### src/rtl/seg7_pkg.sv
// Shared glyph table and segment types for the 7-segment scan driver.
// Glyph bit order is a..g from the left (glyph[0] = a), active-high.
package seg7_pkg;

    typedef logic [0:6] seg7_glyph_t;

    localparam seg7_glyph_t SEG_OFF = 7'b0000000;
    localparam seg7_glyph_t SEG_ALL = 7'b1111111;

    localparam seg7_glyph_t GLYPH_TABLE [16] = '{
        7'b1111110,  // 0
        7'b0110000,  // 1
        7'b1101101,  // 2
        7'b1111001,  // 3
        7'b0110011,  // 4
        7'b1011011,  // 5
        7'b1011111,  // 6
        7'b1110000,  // 7
        7'b1111111,  // 8
        7'b1111011,  // 9
        7'b1110111,  // A
        7'b0011111,  // b
        7'b1001110,  // C
        7'b0111101,  // d
        7'b1001111,  // E
        7'b1000111   // F
    };

endpackage

### src/rtl/seg7_hex_decode.sv
// Combinational hex nibble to active-high a..g glyph; every nibble value
// has a table entry, so there is no undefined output.
module seg7_hex_decode
    import seg7_pkg::*;
(
    input  logic [3:0]  nibble,
    output seg7_glyph_t glyph
);

    assign glyph = GLYPH_TABLE[nibble];

endmodule

### src/rtl/seg7_scan_mux.sv
// N-digit multiplexed 7-segment driver: double-buffered value, hex decode,
// leading-zero blanking, anti-ghost guard. Optional macro SEG7_BRIGHTNESS_EN adds PWM dimming.
module seg7_scan_mux
    import seg7_pkg::*;
#(
    parameter int NUM_DIGITS       = 4,
    parameter int REFRESH_CYCLES   = 100000,
    parameter int BLANK_CYCLES     = 1000,
    parameter bit SEG_ACTIVE_LOW   = 1'b1,
    parameter bit DIGIT_ACTIVE_LOW = 1'b1
) (
    input  logic                    clk_100MHz,
    input  logic                    reset,
    input  logic [4*NUM_DIGITS-1:0] digits_in,
    input  logic [NUM_DIGITS-1:0]   dp_in,
    input  logic                    load,
    input  logic                    blank_lz,
`ifdef SEG7_BRIGHTNESS_EN
    input  logic [3:0]              brightness,
`endif
    output logic [0:6]              seg,
    output logic                    dp,
    output logic [NUM_DIGITS-1:0]   digit,
    output logic                    frame_done
);

    localparam int TIMER_W = $clog2(REFRESH_CYCLES);
    localparam int SEL_W   = $clog2(NUM_DIGITS);

    localparam logic [TIMER_W-1:0]    TIMER_LAST = TIMER_W'(REFRESH_CYCLES - 1);
    localparam logic [TIMER_W-1:0]    BLANK_LIM  = TIMER_W'(BLANK_CYCLES);
    localparam logic [SEL_W-1:0]      SEL_LAST   = SEL_W'(NUM_DIGITS - 1);
    localparam seg7_glyph_t           SEG_POL    = SEG_ACTIVE_LOW ? SEG_ALL : SEG_OFF;
    localparam logic [NUM_DIGITS-1:0] DIG_POL    = {NUM_DIGITS{DIGIT_ACTIVE_LOW}};

    logic [TIMER_W-1:0]      slot_timer;
    logic [SEL_W-1:0]        sel;
    logic [4*NUM_DIGITS-1:0] pend_digits, act_digits;
    logic [NUM_DIGITS-1:0]   pend_dp, act_dp;
    logic                    pend_valid;

    logic                    timer_wrap, frame_wrap, in_guard, pwm_on;
    logic [3:0]              cur_nibble;
    logic                    cur_dp, cur_hi_zero, zero_run;
    logic [NUM_DIGITS-1:0]   digit_hi;
    seg7_glyph_t             cur_glyph, seg_hi;

    assign timer_wrap = (slot_timer == TIMER_LAST);
    assign frame_wrap = timer_wrap && (sel == SEL_LAST);
    assign in_guard   = (slot_timer < BLANK_LIM);
    assign frame_done = frame_wrap;

    always_ff @(posedge clk_100MHz or posedge reset) begin
        if (reset) begin
            slot_timer <= '0;
            sel        <= '0;
        end else if (timer_wrap) begin
            slot_timer <= '0;
            sel        <= (sel == SEL_LAST) ? '0 : sel + SEL_W'(1);
        end else begin
            slot_timer <= slot_timer + TIMER_W'(1);
        end
    end

    // The load after the frame swap wins, so a strobe in the wrap cycle waits a frame.
    always_ff @(posedge clk_100MHz or posedge reset) begin
        if (reset) begin
            pend_digits <= '0;
            pend_dp     <= '0;
            pend_valid  <= 1'b0;
            act_digits  <= '0;
            act_dp      <= '0;
        end else begin
            if (frame_wrap && pend_valid) begin
                act_digits <= pend_digits;
                act_dp     <= pend_dp;
                pend_valid <= 1'b0;
            end
            if (load) begin
                pend_digits <= digits_in;
                pend_dp     <= dp_in;
                pend_valid  <= 1'b1;
            end
        end
    end

`ifdef SEG7_BRIGHTNESS_EN
    logic [3:0] pwm_cnt;

    always_ff @(posedge clk_100MHz or posedge reset) begin
        if (reset) pwm_cnt <= 4'h0;
        else       pwm_cnt <= pwm_cnt + 4'h1;
    end

    assign pwm_on = (brightness == 4'hF) || (pwm_cnt < brightness);
`else
    assign pwm_on = 1'b1;
`endif

    // Scan from the top digit down so zero_run means "this and all higher digits are zero".
    always_comb begin
        cur_nibble  = 4'h0;
        cur_dp      = 1'b0;
        cur_hi_zero = 1'b0;
        zero_run    = 1'b1;
        digit_hi    = '0;
        for (int k = NUM_DIGITS - 1; k >= 0; k--) begin
            zero_run = zero_run && (act_digits[4*k +: 4] == 4'h0);
            if (SEL_W'(k) == sel) begin
                cur_nibble  = act_digits[4*k +: 4];
                cur_dp      = act_dp[k];
                cur_hi_zero = zero_run;
                digit_hi[k] = !in_guard && pwm_on;
            end
        end
    end

    seg7_hex_decode u_hex_decode (
        .nibble (cur_nibble),
        .glyph  (cur_glyph)
    );

    assign seg_hi = (blank_lz && (sel != '0) && cur_hi_zero) ? SEG_OFF : cur_glyph;

    // Segment data is only refreshed during the guard, so it never changes under a lit anode.
    always_ff @(posedge clk_100MHz or posedge reset) begin
        if (reset) begin
            seg   <= SEG_OFF ^ SEG_POL;
            dp    <= SEG_ACTIVE_LOW;
            digit <= DIG_POL;
        end else begin
            if (in_guard) begin
                seg <= seg_hi ^ SEG_POL;
                dp  <= cur_dp ^ SEG_ACTIVE_LOW;
            end
            digit <= digit_hi ^ DIG_POL;
        end
    end

endmodule

### config.mk
export PLATFORM = sky130hd
export DESIGN_NAME = seg7_scan_mux
export DESIGN_NICKNAME = d
export VERILOG_FILES = /design/src/rtl/seg7_pkg.sv /design/src/rtl/seg7_hex_decode.sv /design/src/rtl/seg7_scan_mux.sv
export SDC_FILE = /design/constraint.sdc
export NUM_CORES = 1
export LEC_CHECK = 0
export ABC_AREA = 1
export CORE_ASPECT_RATIO = 0.9
export CORE_MARGIN = 3
export CORE_UTILIZATION = 55
export CTS_BUF_LIST = sky130_fd_sc_hd__clkbuf_16
export DETAILED_ROUTE_END_ITERATION = 16
export HOLD_SLACK_MARGIN = 0.06
export PLACE_DENSITY = 0.77
export SYNTH_ARGS = -nofsm -noshare
export SYNTH_HDL_FRONTEND = slang
export SYNTH_HIERARCHICAL = 1
export SYNTH_SLANG_ARGS = --single-unit
### constraint.sdc
create_clock -name clk_100MHz -period 3.4 [get_ports clk_100MHz]
set_input_delay 0.68 -clock clk_100MHz [delete_from_list [all_inputs] [get_ports clk_100MHz]]
set_output_delay 0.68 -clock clk_100MHz [all_outputs]
set_load 0.02 [all_outputs]
==> results.md <==
* Outcome: finished clean
* Via count at 3221
* DR WL/cell at approximately 12 um
* Post-route setup slack at between 0.3 and 0.4 ns
* N_diodes at 0
* IO Count at 37
* Synth Area in XOR/XNOR at 0.0113
* Peak supply drop at around 0.36 mV
* Fmax at roughly 0.33 GHz
* Avg Inst Size Synth at around 7.7 um^2
* Cts repair resizes at 0
* Worst slew margin at 0.394
* Post-layout min period at around 3 ns
* Synth cell types at 30
* Initial Util at 0.580
* Final setup fails at 0
* Die X-Extent at between 90 and 100 um
* Antenna violations before repair at 0
* Static leakage at ~2.3 nW
* Setup CP Type: flip-flop to output port
* GR Overflow Total at 0
* Tot GR Track Use at 0.217
* WHS at about 0.47 ns
* Post-Synth Adder-Cell Area at 0.0387
* Clock root buffer: clkbuf_16
* Post-Syn Area at a little under 4000 um^2
* Setup TNS at 0 ns
* Worst-path maximum fanout at 7
* Yosys reg bits at just over 70
* Arr. time, crit path at 2.32 ns
* Pwr Total at 1.89 mW
* Vias in the first global route at between 3000 and 4000
* Total of max-cap violations at 0
* Row count at 28
* Clk Latency, worst-skew pair at 0.33 ns
* Reg clk slew, reported paths at 0.06 ns
* Global-route wire length before repair at about 14 mm
* Core area at between 6000 and 7000 um^2
* Compound-gate portion of the synthesized area at 0.0381
* Pwr/cell area at about 420 nW/um^2
* Port bufs at 36
* Share of layout cells above drive strength 1 at 0.107
* Worst Hold Class: flip-flop to flip-flop
* Die Y at about 86 um
* Simple-gate portion of the synthesized area at 0.363
* Mapped Cells at roughly 510
* DP Wirelength at ~5.6 mm
* Tcrit/Tclk final at 0.884
* Setup WS pre-CTS at 0.737 ns
* Final antenna-violating net count at 0
* H-Tree Depth at 3
* Worst-Margin Slew at roughly 0.9 ns
* CTS tree: done
* Crit. End Element: output port
* DRT Pass-1 Iters at 5
* Nets at about 580
* Final hold vios at 0
* Yosys warns at 6
* Drt initial violations at between 100 and 150
* RePlAce Congestion at ~0.91
* CP startpoint kind: flip-flop
* Routed wire length at between 7 and 8 mm
* Required time worst endpoint at 2.72 ns
* Clock sink total at 72
* Area Overhead vs Synth at 17.2%
* Vias per cell at a little over 5
* Hold Buf Count CTS at 0
* Sequential area share after synthesis at 0.468
* DRC errors left at 0
* Largest net degree at the start of global routing at 73
* RSZ-0062 raised after global routing: no
* Largest family of logic cells by synthesized area: simple AND/OR/NAND/NOR gates
* Syn nets at ~540
* Util after Layout at 0.679
* Slew Limit Fails at 0
* TritonCTS Buffers at 9
* Post-synthesis mux area share at 0
* Clock skew at 0.00440 ns
* Setup bufs post-CTS at 0
* Die area at around 8100 um^2
* CTS max path bufs at 2
final cells by class:
type	instances	area (um^2)
fill	588	2150
sequential	72	1820
multi-input combinational	368	1750
timing repair buffer	39	383
clock buffer	9	225
inverter	49	186
tap	90	113
clock inverter	7	72.6
kinds of logic after synthesis:
family	count (synthesis)
AOI/OAI and AO/OA	28
xor gates and xnor gates	5
adders and majority gates	12
buffers and inverters	65
DFF	72
and+or+nand+nor	323
cell usage in the layout (no fill, tap or decap), types with 2 or more instances in the layout:
cell type and count:
nor2_1 57, clkinv_4 2, nor2_2 6, o21ai_1 2, a22oi_1 3, nor2_4 3, inv_2 4, nand4_1 24
ha_1 12, nand2_1 194, clkdlybuf4s50_1 36, buf_4 3, inv_1 44, nand2_2 10, dfstp_2 12, a21oi_1 7
nor3_1 2, dfrtp_1 60, nand3_1 22, clkbuf_16 9, o21ai_0 16, xor2_1 4
critical path: stages (launching register included):
cell             delay (ns)
dfrtp_1                0.38
ha_1                   0.20
nand2_2                0.08
inv_1                  0.13
nand2_2                0.11
nor2_2                 0.14
nand2_1                0.17
nor2_1                 0.17
clkdlybuf4s50_1        0.63
path summary, 6_finish.rpt:
path | startpoint | endpoint | slack, ns | cells after the start
min in group asynchronous | reset | slot_timer[8] | 0.93 | 3
max in group asynchronous | reset | act_digits[6] | 1.89 | 3
worst max register to register | sel[0] | seg[3] | 0.68 | 14
worst max-delay path | slot_timer[0] | frame_done | 0.40 | 8
worst min register to register | pend_digits[15] | pend_digits[15] | 0.47 | 2
worst min-delay path | pend_digits[15] | pend_digits[15] | 0.47 | 2
synth_stat cells (all sizes together):
library cell    n  area (um^2)
nand4          25          163
dfrtp          60         1500
xor2            4         35.0
xnor2           1         8.76
ha             12          150
a21oi           7         35.0
nor3            2         10.0
dfstp          12          315
clkbuf          6         26.3
nor2           67          305
inv            48          183
nand3b          1         7.51
buf            10          101
nand2         205          802
nand3          23          120
a22oi           3         22.5
clkinv          1         3.75
o21ai          18         90.1
report_power, final:
part	total [mW]	switching [mW]	internal (mW)
clock network	0.931	0.363	0.568
logic	0.0715	0.0371	0.0344
registers	0.891	0.0117	0.879
per-stage QoR:
stage | cells | cell area [um^2]
floorplan | 505 | 3880
global placement | 618 | 4250
detailed placement | 618 | 4250
CTS | 634 | 4550
global route | 634 | 4550
finish | 634 | 4550
routing by layer:
layer  vias to the layer above  GRT usage  part of all wire
met5                         -          0                 0
met4                         0     0.0682             0.013
met3                        12     0.0632             0.061
met2                        93      0.357              0.47
met1                      1460      0.278              0.46
li1                       1656          -                 -
registers in the layout, summed over array words and instances (netlist names):
register and cells:
act_digits 16, act_dp 4, digit 4, dp 1
pend_digits 16, pend_dp 4, pend_valid 1, seg 7
sel 2, slot_timer 17
(Power assumes the default switching activity.)
